--- src/rtl/rc5_round_ctrl.sv ---
// RC5-W/R round sequencer: one half-round per cycle through one shared rotator.
// Optional reverse (decryption) sequencing is enabled by defining RC5_DECRYPT_EN.
module rc5_rotl #(
   parameter int W  = 16,
   parameter int LW = $clog2(W)
) (
   input  logic [W-1:0]  x_i,
   input  logic [LW-1:0] amt_i,
   output logic [W-1:0]  y_o
);

   localparam int LW1 = LW + 1;

   logic [LW:0] inv_amt;

   assign inv_amt = LW1'(W) - {1'b0, amt_i};
   assign y_o     = (x_i << amt_i) | (x_i >> inv_amt);

endmodule

module rc5_round_ctrl #(
   parameter  int W       = 16,
   parameter  int ROUNDS  = 12,
   localparam int SKEY_AW = $clog2(2*ROUNDS+2)
) (
   input  logic               clk_i,
   input  logic               rst_ni,
   input  logic               in_valid_i,
   output logic               in_ready_o,
   input  logic [W-1:0]       a_i,
   input  logic [W-1:0]       b_i,
`ifdef RC5_DECRYPT_EN
   input  logic               dec_i,
`endif
   output logic [SKEY_AW-1:0] skey_addr_o,
   input  logic [W-1:0]       skey_data_i,
   output logic               out_valid_o,
   input  logic               out_ready_i,
   output logic [W-1:0]       a_o,
   output logic [W-1:0]       b_o,
   output logic               busy_o
);

   localparam int LW = $clog2(W);
   localparam int CW = $clog2(ROUNDS+1);

   typedef enum logic [2:0] {
      IDLE,
      PRE_A,
      PRE_B,
      HALF_A,
      HALF_B,
      DONE
   } state_e;

   state_e        state_q, state_d;
   logic [W-1:0]  a_q, a_d;
   logic [W-1:0]  b_q, b_d;
   logic [CW-1:0] i_q, i_d;

   logic [W-1:0]  rot_x, rot_y;
   logic [LW-1:0] rot_amt;
   logic [W-1:0]  add_op, add_res;

`ifdef RC5_DECRYPT_EN
   logic          dec_q, dec_d;
   logic [W-1:0]  sub_op, sub_res;

   // Reverse half-rounds subtract the subkey before rotating right.
   assign sub_op  = (state_q == HALF_B || state_q == PRE_B) ? b_q : a_q;
   assign sub_res = sub_op - skey_data_i;
`endif

   always_comb begin
      skey_addr_o = '0;
      unique case (state_q)
         PRE_A:   skey_addr_o = '0;
         PRE_B:   skey_addr_o = SKEY_AW'(1);
         HALF_A:  skey_addr_o = SKEY_AW'({i_q, 1'b0});
         HALF_B:  skey_addr_o = SKEY_AW'({i_q, 1'b1});
         default: skey_addr_o = '0;
      endcase
   end

   always_comb begin
      rot_x   = a_q ^ b_q;
      rot_amt = (state_q == HALF_B) ? a_q[LW-1:0] : b_q[LW-1:0];
`ifdef RC5_DECRYPT_EN
      if (dec_q) begin
         rot_x   = sub_res;
         rot_amt = (state_q == HALF_B) ? LW'(0) - a_q[LW-1:0]
                                       : LW'(0) - b_q[LW-1:0];
      end
`endif
   end

   rc5_rotl #(
      .W  (W),
      .LW (LW)
   ) u_rotl (
      .x_i   (rot_x),
      .amt_i (rot_amt),
      .y_o   (rot_y)
   );

   always_comb begin
      add_op = rot_y;
      if (state_q == PRE_A) begin
         add_op = a_q;
      end else if (state_q == PRE_B) begin
         add_op = b_q;
      end
   end

   assign add_res = add_op + skey_data_i;

   always_comb begin
      state_d = state_q;
      a_d     = a_q;
      b_d     = b_q;
      i_d     = i_q;
`ifdef RC5_DECRYPT_EN
      dec_d   = dec_q;
`endif
      unique case (state_q)
         IDLE: begin
            if (in_valid_i) begin
               a_d     = a_i;
               b_d     = b_i;
               i_d     = CW'(1);
               state_d = PRE_A;
`ifdef RC5_DECRYPT_EN
               dec_d   = dec_i;
               if (dec_i) begin
                  i_d     = CW'(ROUNDS);
                  state_d = HALF_B;
               end
`endif
            end
         end
         PRE_A: begin
`ifdef RC5_DECRYPT_EN
            if (dec_q) begin
               a_d     = sub_res;
               state_d = DONE;
            end else
`endif
            begin
               a_d     = add_res;
               state_d = PRE_B;
            end
         end
         PRE_B: begin
`ifdef RC5_DECRYPT_EN
            if (dec_q) begin
               b_d     = sub_res;
               state_d = PRE_A;
            end else
`endif
            begin
               b_d     = add_res;
               state_d = HALF_A;
            end
         end
         HALF_A: begin
`ifdef RC5_DECRYPT_EN
            if (dec_q) begin
               a_d = rot_y ^ b_q;
               if (i_q == CW'(1)) begin
                  state_d = PRE_B;
               end else begin
                  i_d     = i_q - CW'(1);
                  state_d = HALF_B;
               end
            end else
`endif
            begin
               a_d     = add_res;
               state_d = HALF_B;
            end
         end
         HALF_B: begin
`ifdef RC5_DECRYPT_EN
            if (dec_q) begin
               b_d     = rot_y ^ a_q;
               state_d = HALF_A;
            end else
`endif
            begin
               b_d = add_res;
               if (i_q == CW'(ROUNDS)) begin
                  state_d = DONE;
               end else begin
                  i_d     = i_q + CW'(1);
                  state_d = HALF_A;
               end
            end
         end
         DONE: begin
            if (out_ready_i) begin
               state_d = IDLE;
            end
         end
         default: state_d = IDLE;
      endcase
   end

   always_ff @(posedge clk_i or negedge rst_ni) begin
      if (!rst_ni) begin
         state_q <= IDLE;
         a_q     <= '0;
         b_q     <= '0;
         i_q     <= '0;
`ifdef RC5_DECRYPT_EN
         dec_q   <= 1'b0;
`endif
      end else begin
         state_q <= state_d;
         a_q     <= a_d;
         b_q     <= b_d;
         i_q     <= i_d;
`ifdef RC5_DECRYPT_EN
         dec_q   <= dec_d;
`endif
      end
   end

   assign in_ready_o  = (state_q == IDLE);
   assign busy_o      = (state_q != IDLE);
   assign out_valid_o = (state_q == DONE);
   assign a_o         = a_q;
   assign b_o         = b_q;

endmodule

--- config.mk ---
export PLATFORM = sky130hd
export DESIGN_NAME = rc5_round_ctrl
export DESIGN_NICKNAME = d
export VERILOG_FILES = /design/src/rtl/rc5_round_ctrl.sv
export SDC_FILE = /design/constraint.sdc
export NUM_CORES = 1
export LEC_CHECK = 0
export BUFFER_PORTS_ARGS = -buffer_cell sky130_fd_sc_hd__buf_2
export CAP_MARGIN = 20
export CORE_MARGIN = 2
export CORE_UTILIZATION = 40
export CTS_BUF_LIST = sky130_fd_sc_hd__clkbuf_4 sky130_fd_sc_hd__clkbuf_8
export DETAILED_ROUTE_END_ITERATION = 12
export GPL_TIMING_DRIVEN = 0
export HOLD_SLACK_MARGIN = 0.08
export MAX_ROUTING_LAYER = met4
export PLACE_DENSITY = 0.69
export SLEW_MARGIN = 20
export SYNTH_ARGS = -nofsm -noshare
export SYNTH_HDL_FRONTEND = slang
export SYNTH_SLANG_ARGS = --single-unit
--- constraint.sdc ---
create_clock -name clk_i -period 5.3 [get_ports clk_i]
set_clock_uncertainty 0.05 [all_clocks]
set_input_delay 0 -clock clk_i [delete_from_list [all_inputs] [get_ports clk_i]]
set_output_delay 0 -clock clk_i [all_outputs]
set_load 0.01 [all_outputs]
Word level (Yosys, flattened, before mapping):

Index checks and enable logic that the tools add are counted.

* register bits: 39
* input bits: 52
* output and inout bits: 40
* logic and storage cells: 46

* add/subtract/negate cells: 3
* equal/unequal tests: 9
* shifts and indexed selects: 2
* mux-type cells: 15
* bitwise gates (word level): 2
* reduce and logical (&&, ||, !) cells: 11

Operators by type and width (count)
* $mux W16: 4
* $pmux W16 S2: 2
* $pmux W3 S6: 1
* $add A16 B16 Y16: 1
* $or A16 B16 Y16: 1
* $shl A16 B4 Y16: 1
* $shr A16 B5 Y16: 1
* $xor A16 B16 Y16: 1
* $pmux W5 S3: 1
* $mux W4: 3
* $mux W3: 3
* $pmux W4 S2: 1
* $eq A3 B2 Y1 const B: 2
* $eq A3 B3 Y1 const B: 2
* $reduce_and A2 Y1: 3
* $reduce_bool A2 Y1: 3
* $sub A5 B4 Y5 const A: 1
* $add A4 B1 Y4 const B: 1
* $eq A4 B4 Y1 const B: 1
* $ne A2 B2 Y1 const B: 2
* $reduce_or A2 Y1: 2
* $eq A3 B1 Y1 const B: 1
* $logic_not A3 Y1: 1
* $reduce_and A3 Y1: 1
* other kinds (2): 2

Logic depth before layout (Yosys ltp):

* depth in word-level cells: 9
* gate-level depth with buffers: 23
* gate-level depth less buffers: 20

Modules after synthesis:

From an unflattened synthesis, not the netlist that was laid out.

* cell total of the unflattened synthesis: 637
* area total of the unflattened synthesis: 5144.9 um^2

By module, submodules not included
* rc5_round_ctrl: instances 1, cells each 467, area an instance 3562.2 um^2, seq. area each 975.9 um^2
* rc5_rotl: instances 1, cells each 170, area an instance 1582.8 um^2, seq. area each 0.0 um^2

Least setup slack after synthesis:

No wires, ideal clock.

* path kind: register to register
* from: register state_q[0]
* to: register a_q[14], in the netlist a_o[14]
* library setup time: 0.144 ns
* data arrival time: 4.860 ns
* data required time: 5.106 ns
* setup slack: 0.246 ns
* cell stages (with the launch flop): 24
* buffers on the path: 3
* period minus slack after synthesis: 5.054 ns
* cell sequence: dfrtp_1 > buf_2 > nand4bb_1 > o21ai_1 > clkbuf_1 > clkbuf_1 > a21oi_1 > o21ai_0 > nand2_1 > a21oi_1 > o21ai_1 > nor2_1 > a21oi_1 > ha_1 > fa_1 > a21o_1 > a21oi_1 > o21bai_1 > a2111oi_0 > o41ai_1 > a2111o_1 > a31oi_1 > xor2_1 > o221ai_1

* word-level cells in the longest chain between the ends: 9
* elaborated cells on any way between the ends: 18
* those cells by class: 2 x add/sub; 5 x eq/ne; 2 x shift; 4 x mux; 1 x bitwise; 4 x reduce/logical

Ends and longest elaborated chain
* from (decl): RTL line 56 `state_e state_q, state_d;`
* from (signal assigned): RTL line 218 `state_q <= state_d;`
* $eq A3 B3 Y1: RTL line 87 `rot_amt = (state_q == HALF_B) ? a_q[LW-1:0] : b_q[LW-1:0];`
* $mux W4: RTL line 87
* $sub A5 B4 Y5: RTL line 16 `assign inv_amt = LW1'(W) - {1'b0, amt_i};`
* $shr A16 B5 Y16: RTL line 17 `assign y_o = (x_i << amt_i) | (x_i >> inv_amt);`
* $or A16 B16 Y16: RTL line 17
* $mux W16: RTL line 110 `end else if (state_q == PRE_B) begin`
* $mux W16: RTL line 108 `if (state_q == PRE_A) begin`
* $add A16 B16 Y16: RTL line 115 `assign add_res = add_op + skey_data_i;`
* $pmux W16 S2: RTL line 125 `unique case (state_q)`
* to (signal assigned): RTL line 211 `a_q <= '0;`
* to (signal assigned): RTL line 219 `a_q <= a_d;`
* to (decl): RTL line 57 `logic [W-1:0] a_q, a_d;`

Several ways; a longest one is shown, not always the timed one.
A chain may end at the register's enable or synchronous reset.

Worst setup path in the final report:

* from: register state_q[1]
* to: register a_q[14], in the netlist a_o[14]

Same word-level chain as after synthesis.

==> impl_results.md <==
- Clock tree buffer depth: 2
- Syn_nets: approximately 650
- Vias/cell: about 6
- First-pass GRT wire length: 26100 um
- Layout cells sized above 1: 24.3%
- Port buffer count: 91
- Unique masters post-synth: 67
- Fin. max-slew vios: 0
- Remaining DRCs: 0
- Initial antenna violation count: 0
- Io pins: a little over 90
- CTS tree: done
- Dominant cells by area after synthesis: dfrtp_1 (23%), mux2i_1 (7.7%), nand2_1 (7.0%)
- Largest net degree at the start of global routing: 40
- Total iterations of the first detailed-routing run: 5
- Achievable Freq: between 150 and 200 MHz
- Hold Crit Start: skey_data_i[0]
- List of most frequent post-synthesis cells: nand2_1 (80), nor2_1 (53), o21ai_0 (53)
- Multiplexer share of the synthesized area: between 10% and 20%
- Final setup viols: 0
- Vias in the first global route: approximately 5000
- R2R Path Start: state_q[1]$_DFFE_PN0P_
- Worst R2R End: a_o[14]$_DFFE_PN0P_
- Routability cong.: 0.974
- Synthesized area: around 4300 um^2
- Post-synth EDFFs: 0
- Clock Latency Late Sink: about 310 ps
- Warnings from Yosys: 0
- Slew @ Worst Pin: roughly 900 ps
- Fin crit period: 5150 ps
- Hold slack final: between 100 and 150 ps
- Die H: roughly 110 um
- Fin cells: approximately 860
- GRT Util Overall: between 20% and 30%
- Clock-pin slew on the worst setup and hold paths: around 80 ps
- Net count reported at finish: between 700 and 800
- H-tree Lvls: 2
- Adder-Cell Fraction of Synth Area: between 5 and 6%
- P&R area growth vs syn: 34.5%
- Top cell type's share of synthesized area: ~23%
- Reg2Reg Depth: 20
- Sink Count: 39
- Die Wd: 108 um
- Row cnt: 37
- Count of final hold-check violations: 0
- Total Routed Length: around 17000 um
- Die ar.: 11600 um^2
- Clock buffer count from CTS: 5
- Reg-to-reg slack, setup: around 150 ps
- Largest family of logic cells by synthesized area: compound AO/OA/AOI/OAI gates
- Synth Area in Simple Gates: a little under a fifth
- Placed cell count: 804
- CP Data Required Time: 5410 ps
- Routed Antenna Nets: 0
- Post-Place Setup Slack: -793 ps
- Register area share after synthesis: 22.6%
- Post-synth top area cell: dfrtp_1
- Setup ws final: 154 ps
- Via Count: 5198
- Asr flop ratio synth: 100%
- Compound-Gate Fraction of Synth Area: approximately 30%
- Number of synthesized register bits: 39
- Syn Area/Cell: about 7.5 um^2
- WL per Instance: approximately 20 um
- Ant diodes: 0
- WP data arrival: approximately 5300 ps
- Status: completed
- Fin crit share: 97.1%
- Startpoint types: register
- Max Cap Viol: 0
- Critical Path Fanout Max: 10
- Final HPWL from detailed placement: ~13000 um
- Gr ovfl total: 0
- Worst setup EP type: register
- Post-Synthesis Cells: just under 600
- Worst hold endpoint: b_o[0]$_DFFE_PN0P_
- Most frequent cell after synthesis: nand2_1
- Starting Density: 41.4%
- Synth Flop Type: dfrtp_1
- CP Class: register to register
- Slew HR: around two fifths
- Core Area: about 10000 um^2
- Filler Cell Count: just under 1000
- Hold path cells: 4
- Post-Synth XOR/XNOR Area: between 6 and 7%
- Initial drt markers: around 400
- Clock Tree Root: clkbuf_8
- Worst hold path type: primary input to register
-- kinds of logic (layout without fill, tap and decap cells) --
group / count (synthesis) / after routing
simple gates: 184 / 184
xor+xnor: 30 / 30
mux: 45 / 45
buf+inv: 55 / 206
fa+ha+maj: 20 / 20
flops: 39 / 39
compound gates: 204 / 204
-- cells in the final DEF (no fill, tap or decap), types with 4 or more instances in the layout --
cell type	Yosys	routed
buf_2	6	93
nand2_1	80	78
nor2_1	53	51
o21ai_0	53	50
a21oi_1	48	45
dfrtp_1	39	39
dlygate4sd3_1	0	35
mux2i_1	33	30
clkbuf_1	32	25
xnor2_1	19	19
ha_1	18	18
buf_4	1	17
o21ai_1	16	16
inv_1	13	13
a211oi_1	13	13
nor3_1	15	13
o22ai_1	10	10
nand3_1	10	10
xor2_1	9	9
o211ai_1	9	9
mux2_2	9	8
clkbuf_4	0	7
a22oi_1	6	6
a21o_1	6	6
a31oi_1	8	5
or3_1	5	5
clkbuf_8	0	5
o31ai_1	4	4
o221ai_1	4	4
a22o_1	4	4
-- registers in the layout (all words and copies together), names as in the netlist --
register and count:
a_o 16, i_q 4, state_q 3, b_o 16
-- layer usage --
metal	up-vias	global-route usage, %	part of all wire [%]
met2	295	48.0	47
met3	39	5.75	8.7
met1	2456	37.4	41
met4	0	11.1	2.7
met5	-	-	0
li1	2408	-	-
-- critical path, stage by stage (launching register included) --
cell and delay [ps]:
dfrtp_1 380, or3b_1 380, buf_6 150, buf_6 150, mux2i_4 190, buf_12 170, xnor2_4 310, mux2i_1 340
mux2i_4 130, o211ai_1 180, o211ai_1 150, a31oi_2 260, ha_1 290, a21oi_2 180, o21bai_2 120, a2111oi_4 470
o41ai_4 130, a2111o_1 390, a31oi_1 200, xor2_1 220, o221ai_1 150
-- through the flow --
step	TNS (ps)	area (um^2)	util [%]
3_5_place_dp	-3510	4940	47.4
3_3_place_gp	-3420	4940	47.4
2_1_floorplan	0	4310	-
6_report	0	5800	55.7
5_1_grt	-34.5	5800	55.7
4_1_cts	0	5590	53.6
-- worst max-delay path by stage --
stage | start | end | slack (ps) | depth (start not counted)
final | state_q[1]$_DFFE_PN0P_ | a_o[14]$_DFFE_PN0P_ | 150 | 20
after global routing | state_q[1]$_DFFE_PN0P_ | a_o[14]$_DFFE_PN0P_ | -30 | 20
after CTS | state_q[0]$_DFFE_PN0P_ | a_o[14]$_DFFE_PN0P_ | 4 | 22
after detailed placement | state_q[0]$_DFFE_PN0P_ | a_o[14]$_DFFE_PN0P_ | -790 | 20
after global placement | state_q[0]$_DFFE_PN0P_ | a_o[14]$_DFFE_PN0P_ | -790 | 22
after floorplan | state_q[0]$_DFFE_PN0P_ | a_o[14]$_DFFE_PN0P_ | 250 | 23
-- timing repair --
action                                 in CTS  in global routing
pin swaps                                   5                 14
endpoints found under the hold margin      73                  0
setup endpoints to repair                  12                  8
gates resized for setup                    37                 33
hold buffers                               35                  0
buffers inserted                            7                 12
-- cell type report --
cell class / instances / area, um^2 / area share, %
inverters: 14 / 52.6 / 0.906
clock inverters: 2 / 12.5 / 0.216
repair buffers: 145 / 986 / 17.0
plain buffers: 39 / 200 / 3.45
well taps: 136 / 170 / 2.93
flip-flops and latches: 39 / 976 / 16.8
clock buffers: 6 / 76.3 / 1.32
multi-input cells: 483 / 3330 / 57.3
Power is not shown: default switching activity piles up to over one toggle a cycle in this logic, so the estimate is an artifact.
